[src/rtl/lsdbuf_pkg.sv]
// Shared types and helpers for the LSD buffer fetcher.
//   lsdbuf_fetch_state_t : fetch sequencer states
//   HDR_MAGIC            : tag in the top 16 bits of an optional frame header beat
//   SEG_FIELD_W          : width of each packed coordinate field
//   pack_segment()       : packs one segment's endpoints into a 64-bit beat
package lsdbuf_pkg;

  localparam int          SEG_FIELD_W = 16;
  localparam logic [15:0] HDR_MAGIC   = 16'hA5A5;

  typedef enum logic [2:0] {
    IDLE,
    LOCK,
    READ,
    DRAIN,
    RELEASE
  } lsdbuf_fetch_state_t;

  // MSB to LSB: start_v, start_h, end_v, end_h (callers zero-extend)
  function automatic logic [4*SEG_FIELD_W-1:0] pack_segment(
    input logic [SEG_FIELD_W-1:0] start_v,
    input logic [SEG_FIELD_W-1:0] start_h,
    input logic [SEG_FIELD_W-1:0] end_v,
    input logic [SEG_FIELD_W-1:0] end_h
  );
    return {start_v, start_h, end_v, end_h};
  endfunction

endpackage

[src/rtl/sync_fifo.sv]
// Single-clock FIFO whose head entry sits in a dedicated output register, so
// pop_data comes straight from a flop. Total capacity is DEPTH entries
// (head register plus up to DEPTH-1 in the ring). Push and pop may happen
// in the same cycle even when full.
//   clk, n_rst       : clock, synchronous active-low reset (flushes)
//   push, push_data  : write strobe and data (ignored when full without pop)
//   pop              : consume the head entry (ignored when empty)
//   pop_data         : head entry, valid while empty=0
//   full, empty      : occupancy flags
//   count            : entries held, 0..DEPTH
module sync_fifo #(
  parameter  int WIDTH = 65,
  parameter  int DEPTH = 16,
  localparam int PW    = $clog2(DEPTH),
  localparam int CW    = $clog2(DEPTH + 1)
) (
  input  logic             clk,
  input  logic             n_rst,
  input  logic             push,
  input  logic [WIDTH-1:0] push_data,
  input  logic             pop,
  output logic [WIDTH-1:0] pop_data,
  output logic             full,
  output logic             empty,
  output logic [CW-1:0]    count
);

  logic [WIDTH-1:0] mem [DEPTH];
  logic [PW-1:0]    rptr;
  logic [PW-1:0]    wptr;
  logic [WIDTH-1:0] head_q;
  logic             do_push;
  logic             do_pop;
  logic             ring_empty;
  logic             to_head;
  logic             to_ring;

  assign empty      = (count == '0);
  assign full       = (count == CW'(DEPTH));
  assign do_pop     = pop & ~empty;
  assign do_push    = push & (~full | do_pop);
  assign ring_empty = (count <= CW'(1));
  // A push lands directly in the head register when nothing else is queued
  // ahead of it; otherwise it goes to the ring behind the head.
  assign to_head    = do_push & (empty | (do_pop & ring_empty));
  assign to_ring    = do_push & ~to_head;
  assign pop_data   = head_q;

  // NOTE: sequential state uses non-blocking assignments so every flop samples pre-edge values.
  always_ff @(posedge clk) begin
    if (!n_rst) begin
      rptr   <= '0;
      wptr   <= '0;
      count  <= '0;
      head_q <= '0;
    end else begin
      count <= count + CW'(do_push) - CW'(do_pop);
      if (to_head) begin
        head_q <= push_data;
      end else if (do_pop && !ring_empty) begin
        head_q <= mem[rptr];
        rptr   <= rptr + PW'(1);
      end
      if (to_ring) wptr <= wptr + PW'(1);
    end
  end

  // NOTE: storage is not reset; the pointers and count alone define which entries are live.
  always_ff @(posedge clk) begin
    if (to_ring) mem[wptr] <= push_data;
  end

endmodule

[src/rtl/lsdbuf_fetcher.sv]
// Reads every segment of a completed LSD buffer and streams it out as 64-bit
// AXI4-Stream beats. The buffer is write-protected for the whole walk; read
// issue is throttled by FIFO credits so back-pressure never drops a segment.
// Optional build macro LSDBUF_FETCHER_HEADER_EN prepends one header beat per
// frame: {A5A5, frame_cnt, 0000, n_lines}.
//   clk, n_rst                      : clock, synchronous active-low reset
//   in_lsdbuf_ready                 : level, buffer complete (rising edge starts a fetch)
//   in_lsdbuf_line_num              : number of valid segments
//   out_lsdbuf_raddr                : segment read address (holds between reads)
//   out_lsdbuf_write_protect        : freezes the buffer while high
//   in_lsdbuf_start_v/h, end_v/h    : read data, one cycle after the address
//   m_axis_tdata/tvalid/tready/tlast: AXI4-Stream master
//   out_busy                        : fetch in progress
//   out_frame_cnt                   : completed fetches, wraps at 16 bits
//   out_missed                      : sticky, a start edge arrived while busy
module lsdbuf_fetcher
  import lsdbuf_pkg::*;
#(
  parameter  int H_FRAME    = 1650,
  parameter  int V_FRAME    = 750,
  parameter  int RAM_SIZE   = 4096,
  parameter  int FIFO_DEPTH = 16,
  parameter  int LOCK_WAIT  = 2,
  localparam int HW         = $clog2(H_FRAME),
  localparam int VW         = $clog2(V_FRAME),
  localparam int AW         = $clog2(RAM_SIZE)
) (
  input  logic          clk,
  input  logic          n_rst,
  input  logic          in_lsdbuf_ready,
  input  logic [AW-1:0] in_lsdbuf_line_num,
  output logic [AW-1:0] out_lsdbuf_raddr,
  output logic          out_lsdbuf_write_protect,
  input  logic [VW-1:0] in_lsdbuf_start_v,
  input  logic [VW-1:0] in_lsdbuf_end_v,
  input  logic [HW-1:0] in_lsdbuf_start_h,
  input  logic [HW-1:0] in_lsdbuf_end_h,
  output logic [63:0]   m_axis_tdata,
  output logic          m_axis_tvalid,
  input  logic          m_axis_tready,
  output logic          m_axis_tlast,
  output logic          out_busy,
  output logic [15:0]   out_frame_cnt,
  output logic          out_missed
);

  localparam int CW     = $clog2(FIFO_DEPTH + 1);
  localparam int LCW    = $clog2(LOCK_WAIT + 1);
  localparam int BEAT_W = 4*SEG_FIELD_W + 1;

  lsdbuf_fetch_state_t state, state_n;

  logic              ready_q;
  logic              start;
  logic [LCW-1:0]    lock_cnt;
  logic              lock_done;
  logic [AW-1:0]     n_lines;
  logic [AW-1:0]     rd_ptr;
  logic [AW-1:0]     raddr_hold;
  logic              inflight;
  logic              last_pend;
  logic              is_last;
  logic              issue;
  logic              lock_exit;
  logic              credit;
  logic              hdr_push;
  logic              hdr_room;
  logic [BEAT_W-1:0] hdr_word;
  logic [BEAT_W-1:0] seg_word;
  logic              fifo_push;
  logic [BEAT_W-1:0] fifo_din;
  logic [BEAT_W-1:0] fifo_dout;
  logic              fifo_full;
  logic              fifo_empty;
  logic [CW-1:0]     fifo_count;

  assign start     = in_lsdbuf_ready & ~ready_q;
  assign lock_done = (lock_cnt == LCW'(LOCK_WAIT - 1));
  assign is_last   = (rd_ptr == n_lines - AW'(1));
  // A read reserves a FIFO slot from issue until its data is pushed.
  assign credit    = ~fifo_full & ((int'(fifo_count) + int'(inflight)) < FIFO_DEPTH);

`ifdef LSDBUF_FETCHER_HEADER_EN
  // The header is pushed on the LOCK exit edge, so it needs a free slot then.
  assign hdr_room = ~fifo_full;
  assign hdr_push = lock_exit;
  assign hdr_word = {(in_lsdbuf_line_num == '0), HDR_MAGIC, out_frame_cnt, 16'h0000,
                     SEG_FIELD_W'(in_lsdbuf_line_num)};
`else
  assign hdr_room = 1'b1;
  assign hdr_push = 1'b0;
  assign hdr_word = '0;
`endif

  assign seg_word  = {last_pend, pack_segment(SEG_FIELD_W'(in_lsdbuf_start_v),
                                              SEG_FIELD_W'(in_lsdbuf_start_h),
                                              SEG_FIELD_W'(in_lsdbuf_end_v),
                                              SEG_FIELD_W'(in_lsdbuf_end_h))};
  // Header and returning read data never coincide: nothing is in flight in LOCK.
  assign fifo_push = hdr_push | inflight;
  assign fifo_din  = hdr_push ? hdr_word : seg_word;

  always_ff @(posedge clk) begin
    if (!n_rst) state <= IDLE;
    else        state <= state_n;
  end

  // NOTE: every always_comb output is defaulted first so no path infers a latch.
  always_comb begin
    state_n   = state;
    issue     = 1'b0;
    lock_exit = 1'b0;
    unique case (state)
      IDLE:    if (start) state_n = LOCK;
      LOCK: begin
        if (lock_done && hdr_room) begin
          lock_exit = 1'b1;
          state_n   = READ;
        end
      end
      READ: begin
        if (n_lines == '0) begin
          state_n = DRAIN;
        end else if (credit) begin
          issue = 1'b1;
          if (is_last) state_n = DRAIN;
        end
      end
      DRAIN:   if (!inflight) state_n = RELEASE;
      RELEASE: state_n = IDLE;
      default: state_n = IDLE;
    endcase
  end

  always_ff @(posedge clk) begin
    if (!n_rst) begin
      ready_q       <= 1'b0;
      lock_cnt      <= '0;
      n_lines       <= '0;
      rd_ptr        <= '0;
      raddr_hold    <= '0;
      inflight      <= 1'b0;
      last_pend     <= 1'b0;
      out_frame_cnt <= '0;
      out_missed    <= 1'b0;
    end else begin
      ready_q   <= in_lsdbuf_ready;
      inflight  <= issue;
      last_pend <= issue & is_last;
      if (start && state != IDLE) out_missed <= 1'b1;
      if (state == IDLE && start) begin
        lock_cnt   <= '0;
        rd_ptr     <= '0;
        raddr_hold <= '0;
      end
      if (state == LOCK && !lock_done) lock_cnt <= lock_cnt + LCW'(1);
      if (lock_exit) n_lines <= in_lsdbuf_line_num;
      if (issue) begin
        raddr_hold <= rd_ptr;
        rd_ptr     <= rd_ptr + AW'(1);
      end
      if (state == RELEASE) out_frame_cnt <= out_frame_cnt + 16'd1;
    end
  end

  // The address is live in the issue cycle so the data returns one cycle later.
  assign out_lsdbuf_raddr         = issue ? rd_ptr : raddr_hold;
  assign out_busy                 = (state != IDLE);
  assign out_lsdbuf_write_protect = (state != IDLE);

  sync_fifo #(
    .WIDTH (BEAT_W),
    .DEPTH (FIFO_DEPTH)
  ) u_fifo (
    .clk       (clk),
    .n_rst     (n_rst),
    .push      (fifo_push),
    .push_data (fifo_din),
    .pop       (m_axis_tready),
    .pop_data  (fifo_dout),
    .full      (fifo_full),
    .empty     (fifo_empty),
    .count     (fifo_count)
  );

  assign m_axis_tvalid = ~fifo_empty;
  assign m_axis_tdata  = fifo_dout[63:0];
  assign m_axis_tlast  = fifo_dout[64];

endmodule
[config.mk]
export PLATFORM = sky130hd
export DESIGN_NAME = lsdbuf_fetcher
export DESIGN_NICKNAME = d
export VERILOG_FILES = /design/src/rtl/lsdbuf_pkg.sv /design/src/rtl/sync_fifo.sv /design/src/rtl/lsdbuf_fetcher.sv
export SDC_FILE = /design/constraint.sdc
export NUM_CORES = 1
export LEC_CHECK = 0
export CAP_MARGIN = 20
export CELL_PAD_IN_SITES_DETAIL_PLACEMENT = 0
export CELL_PAD_IN_SITES_GLOBAL_PLACEMENT = 1
export CORE_MARGIN = 2
export CORE_UTILIZATION = 55
export DETAILED_ROUTE_END_ITERATION = 10
export PLACE_DENSITY = 0.85
export SLEW_MARGIN = 40
export SYNTH_ARGS = -nofsm -noshare
export SYNTH_HDL_FRONTEND = slang
export SYNTH_HIERARCHICAL = 1
export SYNTH_SLANG_ARGS = --single-unit
[constraint.sdc]
create_clock -name clk -period 7.05 [get_ports clk]
set_clock_uncertainty 0.15 [all_clocks]
set_input_delay 1.0575 -clock clk [delete_from_list [all_inputs] [get_ports clk]]
set_output_delay 1.0575 -clock clk [all_outputs]
set_load 0.02 [all_outputs]
# Word-level counts from Yosys, hierarchy flattened
# Memory sizes are Yosys's and may differ from the RTL's. A register that Yosys moved wholly into a read port is not among the register bits.
# Index checks and enable logic that the tools add are counted.
[totals]
ram_bits = 688
regBits = 139
mem_count = 1
word_cells = 94
output_inout_bits = 97
inputBits = 58
[op_classes]
n_eq_ne = 12
n_reduce_logical = 16
muxes = 24
order_cmp = 2
addsub = 9
bitwise = 15
[mem_list]
columns = ["name", "depth", "word_bits", "read_ports", "rd_ports_with_merged_regs", "wr", "line", "text"]
rows = [
  ["u_fifo.mem", 16, 43, 1, 1, 1, "sync_fifo.sv:28", "logic [WIDTH-1:0] mem [DEPTH];"],
]
[op_table]
columns = ["cell", "count"]
rows = [
  ["65-bit 2-to-1 mux", 2],
  ["12-bit 2-to-1 mux", 4],
  ["3-bit 2-to-1 mux", 6],
  ["16-bit by 1-bit adder with 16-bit output, second input constant", 1],
  ["12-bit by 1-bit adder with 12-bit output, second input constant", 1],
  ["12-bit equality test", 1],
  ["12-bit logical NOT", 1],
  ["3-bit one-hot mux with 4 select lines", 1],
  ["12-bit by 1-bit subtractor with 12-bit output, second input constant", 1],
  ["4-bit by 1-bit adder with 4-bit output, second input constant", 2],
  ["1-bit bitwise AND", 8],
  ["4-bit 2-to-1 mux", 2],
  ["1-bit 2-to-1 mux", 7],
  ["5-bit by 1-bit adder with 6-bit output", 1],
  ["3-bit by 2-bit equality test with 1-bit output, second input constant", 2],
  ["6-bit by 5-bit < comparator with 1-bit output, second input constant", 1],
  ["2-bit != test, second input constant", 3],
  ["3-bit != test, second input constant", 2],
  ["2-bit nonzero test", 3],
  ["5-bit by 1-bit adder with 5-bit output", 1],
  ["5-bit equality test, second input constant", 1],
  ["5-bit by 1-bit less-or-equal comparator with 1-bit output, second input constant", 1],
  ["5-bit logical NOT", 1],
  ["1-bit inverter", 5],
  ["14 further kinds", 20],
]

# Longest topological paths before layout
[logic_depth]
word_depth = 10
depth_mapped = 14

# Hierarchy
# The synthesis kept the hierarchy.
[modules_own_cells]
columns = ["module", "instances", "seq_area_each_um2", "area_per_inst_um2", "cells_each"]
rows = [
  ["sync_fifo", 1, 32871.5, 42447.0, 1855],
  ["lsdbuf_fetcher", 1, 1221.2, 3126.7, 394],
]

# Worst setup path after synthesis
# No wires, ideal clock.
[synth_timing]
path_type = "input-to-reg"
start = "in m_axis_tready"
end = "mem u_fifo/mem[12][0] in the netlist's numbering (enable)"
required_ps = 6411
setup_time_ps = 489
slack_ps = 1890
cell_stages = 5
path_buffers = 0
t_arrival_ps = 4522
cell_sequence = "nor2b_1 > nor3_1 > nor3_2 > nand3_1 > nor2_1"
[synth_via]
elab_chain_cells = 8
[synth_lines]
columns = ["item", "line", "text"]
rows = [
  ["start: declaration", "lsdbuf_fetcher.sv:40", "input logic m_axis_tready,"],
  ["1-bit bitwise AND (*)", "sync_fifo.sv:40", "assign do_pop = pop & ~empty;"],
  ["1-bit bitwise OR or 1-bit bitwise AND (tied branches)", "sync_fifo.sv:41, sync_fifo.sv:45", ""],
  ["1-bit bitwise AND or 1-bit bitwise OR (tied branches)", "sync_fifo.sv:41, sync_fifo.sv:45", ""],
  ["1-bit bitwise AND", "sync_fifo.sv:45", "assign to_head = do_push & (empty | (do_pop & ring_empty));"],
  ["1-bit inverter", "sync_fifo.sv:46", "assign to_ring = do_push & ~to_head;"],
  ["1-bit bitwise AND (*)", "sync_fifo.sv:46", ""],
  ["1-bit 2-to-1 mux (*)", "sync_fifo.sv:70", "if (to_ring) mem[wptr] <= push_data;"],
  ["1-bit 2-to-1 mux (implied by the code) (*)", "sync_fifo.sv:70", ""],
  ["end: declaration", "sync_fifo.sv:28", ""],
]
# Mark *: on every way between the ends. The rest lies on a longest branch, timed or not.

# Worst setup path after layout
[layout_timing]
start = "reg n_lines[0]"
end = "out out_lsdbuf_raddr[7]"
[layout_via]
elab_chain_cells = 4
[layout_lines]
columns = ["item", "line", "text"]
rows = [
  ["start: declaration", "lsdbuf_fetcher.sv:57", "logic [AW-1:0] n_lines;"],
  ["start signal: assignment", "lsdbuf_fetcher.sv:157", "if (lock_exit) n_lines <= in_lsdbuf_line_num;"],
  ["12-bit logical NOT", "lsdbuf_fetcher.sv:122", "if (n_lines == '0) begin"],
  ["1-bit 2-to-1 mux", "lsdbuf_fetcher.sv:122", ""],
  ["1-bit 2-to-1 mux", "lsdbuf_fetcher.sv:113", "unique case (state)"],
  ["12-bit 2-to-1 mux", "lsdbuf_fetcher.sv:167", "assign out_lsdbuf_raddr = issue ? rd_ptr : raddr_hold;"],
  ["end: declaration", "lsdbuf_fetcher.sv:32", "output logic [AW-1:0] out_lsdbuf_raddr,"],
]
# Every way passes these cells.

==> results.yml <==
outcome:
  outcome: "finished clean"
logic_synthesis:
  synth-main-ff-cell: "sky130_fd_sc_hd__edfxtp_1"
  synth_async_sr_flop_share: 0
  synth_enable_flop_cells: 1040
  synth_commonest_cells: "sky130_fd_sc_hd__edfxtp_1, sky130_fd_sc_hd__mux4_2, sky130_fd_sc_hd__dfxtp_1"
  synthCells: 2249
  netlist_area_um2: 45570
  yosysWarningCount: 6
  ys_top_cells_by_area: "sky130_fd_sc_hd__edfxtp_1, sky130_fd_sc_hd__mux4_2, sky130_fd_sc_hd__dfxtp_1, sky130_fd_sc_hd__mux2i_1, sky130_fd_sc_hd__a221o_1"
  synthesis.area_per_instance_um2: 20.26
  yosys.cell_types.count: 58
  yosys_register_bits: 1183
  yosysSeqAreaShare: 0.7481
  yosysMostFrequentCell: "sky130_fd_sc_hd__edfxtp_1"
  yosysTopAreaCellShare: 0.6853
  synth_largest_area_cell: "sky130_fd_sc_hd__edfxtp_1"
final_layout:
  layout_net_count: 2889
  drive_gt1_frac: 0.1693
  layout_overhead_on_the_synthesized_area_pct: 17.41
drt:
  postRouteWirelength_mm: 96.15
  viasPerCell: 5.739
  detail_route.first_pass.iterations: 5
  drt_iter0_markers: 2091
  wl_per_cell_um: 24.14
  postRouteAntennaNets: 0
  drcViolationCount: 0
  via_count: 22860
timing:
  fmaxAchievable_mhz: 204.3
  finalWorstSetupSlack_ns: 2.155
  final.min_clock_period_ns: 4.895
  slew_viol_final: 0
  timing_hold_violations_final: 0
  setup_viol: 0
  tightestPinTransition_ns: 0.8356
  relative_slew_margins: 0.4429
  setup_tns_ns: 0
  rsz_0062_raised_after_global_routing: "no"
  final_min_period_over_clock_period: 0.6944
global_routing:
  first_global_vias: 24270
  pin_count_of_the_biggest_net_entering_global_routing: 109
  globalRouteOverflowTotal: 0
  antenna_found_initial: 1
  globalRouteTotalUtil: 0.2307
  grt_pass1_wl_mm: 147.1
critical_path:
  cp_data_arrival_time_ns: 3.69
  worst_ep_required_time_ns: 5.84
  critical_path_class: "register to primary output"
  critical_path.max_stage_delay_ns: 0.64
  worstPathCellList: "inv_1 -> ha_1 -> or4b_2 -> o31ai_1 -> or3_2 -> nand2_1 -> nand2_1 -> clkdlybuf4s50_1"
  critPathSlowestCell: "sky130_fd_sc_hd__or4b_2"
  timing.reg2reg.setup_slack_ns: 2.98
  critical_path.reg2reg.startpoint: "u_fifo/count[1]$_SDFF_PN0_"
  endpoint_of_the_lowest_slack_register_to_register_path: "u_fifo/mem[0][11]$_DFFE_PP_"
  startpoint_kind_of_the_worst_setup_timing_path: "register"
  crit_start: "n_lines[0]$_SDFFE_PN0P_"
  cp_max_fo: 24
  crit_path_end_kind: "primary output"
  ff2ff_path_depth: 8
  cell_repeated_most_along_the_worst_path: "sky130_fd_sc_hd__nand2_1"
placement:
  gp_congestion: 0.7908
  dp_slack_ns: 2.196
  hpwl_mm: 54.68
  place.port_buffers: 154
floorplanning:
  core-area_um2: 82110
  die_h_um: 291.9
  fp.dieArea_um2: 85180
  die_w_um: 291.9
  count_of_standard_cell_rows: 105
  floorplan.initialDensity: 0.5550
  pin_count: 155
hold_path:
  hold_wc_startpoint: "raddr_hold[11]$_SDFFE_PN0P_"
  hp-class: "register to register"
  hold_path_depth: 2
  min_delay_worst_endpoint: "raddr_hold[11]$_SDFFE_PN0P_"
power:
  static-leakage-power_nw: 17.36
  vdd_ir_drop_max_mv: 0.2154
  power_density_nw_per_um2: 294.8
cts:
  cts_inserted_buffers: 115
  cts_tree: "done"
  post_cts.repair.setup_buffers: 0
  cts-hold-fix-buffers: 0
  cts_sinks: 1183
  path_clk_slew_ns: 0.06
  buffers_from_clock_root_to_sink_at_most: 3
  post_cts_resized: 0
  h-tree-depth: 3
  clockRootBuffer: "sky130_fd_sc_hd__clkbuf_16"
  clock_latency_late_sink_ns: 0.70
run:
  max_cap_violations: 0
report_power, final:
part,internal (mW),switching [mW]
registers,7.77,0.152
clock network,3.26,2.53
logic,0.962,1.10
total,12.0,3.79
stage by stage:
step	total power, mW	instance area [um2]	util	std cells	hold WS [ns]
global placement	10.09	49640	0.6045	3753	0.2994
floorplan	9.401	46970	-	2622	0.2937
global route	16.32	53510	0.6517	3983	0.3451
CTS	15.90	53430	0.6508	3979	0.3199
finish	15.78	53510	0.6517	3983	0.3211
detailed placement	10.13	49860	0.6073	3763	0.3113
how the worst max path moves through the flow:
stage / end / cells past startpoint
floorplan: u_fifo/mem[12][0]$_DFFE_PP_ / 5
global placement: u_fifo/mem[9][22]$_DFFE_PP_ / 7
detailed placement: u_fifo/mem[8][50]$_DFFE_PP_ / 7
CTS: out_lsdbuf_raddr[5] / 8
global route: out_lsdbuf_raddr[6] / 8
finish: out_lsdbuf_raddr[7] / 8
cell families after synthesis:
group,share of synthesized area
flip-flops,0.7481
buffers and inverters,0.01757
adder cells (fa/ha/maj),0.005106
AO/OA/AOI/OAI,0.03448
multiplexers,0.1590
AND/OR/NAND/NOR,0.02913
other,0.00008228
XOR/XNOR,0.006534
area by class of cell:
type                    instances  area (um2)
multi-input cells            1289       12190
well taps                    1070        1339
clock buffers                 161        3141
repair buffers                201        2215
inverters                      23       86.33
diodes                          1       2.502
clock inverters                55       430.4
flip-flops and latches       1183       34100
fillers                      5320       28600
worst max-delay path: cells and delay by family (launching register included):
family	cells	cell delay, ns
DFF	1	0.35
buffers and inverters	2	0.67
AOI/OAI and AO/OA	1	0.44
adders and majority gates	1	0.23
and+or+nand+nor	4	1.30
layout by cell type (no fill, tap or decap), types with 9 or more instances in the layout:
| cell | count |
|---|---|
| sky130_fd_sc_hd__a21boi_0 | 30 |
| sky130_fd_sc_hd__a21oi_1 | 11 |
| sky130_fd_sc_hd__a221o_1 | 65 |
| sky130_fd_sc_hd__and2_1 | 30 |
| sky130_fd_sc_hd__buf_12 | 15 |
| sky130_fd_sc_hd__buf_4 | 21 |
| sky130_fd_sc_hd__clkbuf_1 | 37 |
| sky130_fd_sc_hd__clkbuf_16 | 115 |
| sky130_fd_sc_hd__clkbuf_8 | 9 |
| sky130_fd_sc_hd__clkdlybuf4s50_1 | 153 |
| sky130_fd_sc_hd__clkinv_1 | 27 |
| sky130_fd_sc_hd__clkinv_2 | 14 |
| sky130_fd_sc_hd__conb_1 | 374 |
| sky130_fd_sc_hd__dfxtp_1 | 140 |
| sky130_fd_sc_hd__edfxtp_1 | 1040 |
| sky130_fd_sc_hd__ha_1 | 17 |
| sky130_fd_sc_hd__inv_1 | 22 |
| sky130_fd_sc_hd__mux2i_1 | 139 |
| sky130_fd_sc_hd__mux4_2 | 260 |
| sky130_fd_sc_hd__nand2_1 | 94 |
| sky130_fd_sc_hd__nand2b_1 | 9 |
| sky130_fd_sc_hd__nand3_1 | 19 |
| sky130_fd_sc_hd__nor2_1 | 21 |
| sky130_fd_sc_hd__nor3_1 | 15 |
| sky130_fd_sc_hd__o21ai_0 | 14 |
| sky130_fd_sc_hd__o22ai_1 | 65 |
| sky130_fd_sc_hd__xnor2_1 | 26 |
state kept, by name (all words and copies together), names as in the netlist, named ones only:
| name | count |
|---|---|
| out_missed | 1 |
| u_fifo/wptr | 4 |
| lock_cnt | 2 |
| out_frame_cnt | 16 |
| last_pend | 1 |
| fifo_push | 1 |
| n_lines | 12 |
| raddr_hold | 12 |
| u_fifo/count | 5 |
| u_fifo/pop_data | 65 |
| u_fifo/mem | 1040 |
| state | 3 |
| rd_ptr | 12 |
| u_fifo/rptr | 4 |
| ready_q | 1 |
per-layer routing:
metal / vias up / routed length [um] / GRT usage
li1: 10020 / - / -
met2: 845 / 48820 / 0.3889
met3: 161 / 6092 / 0.03486
met5: - / 0 / 0
met1: 11830 / 38620 / 0.3122
met4: 0 / 2617 / 0.07606
(Power assumes the default switching activity.)
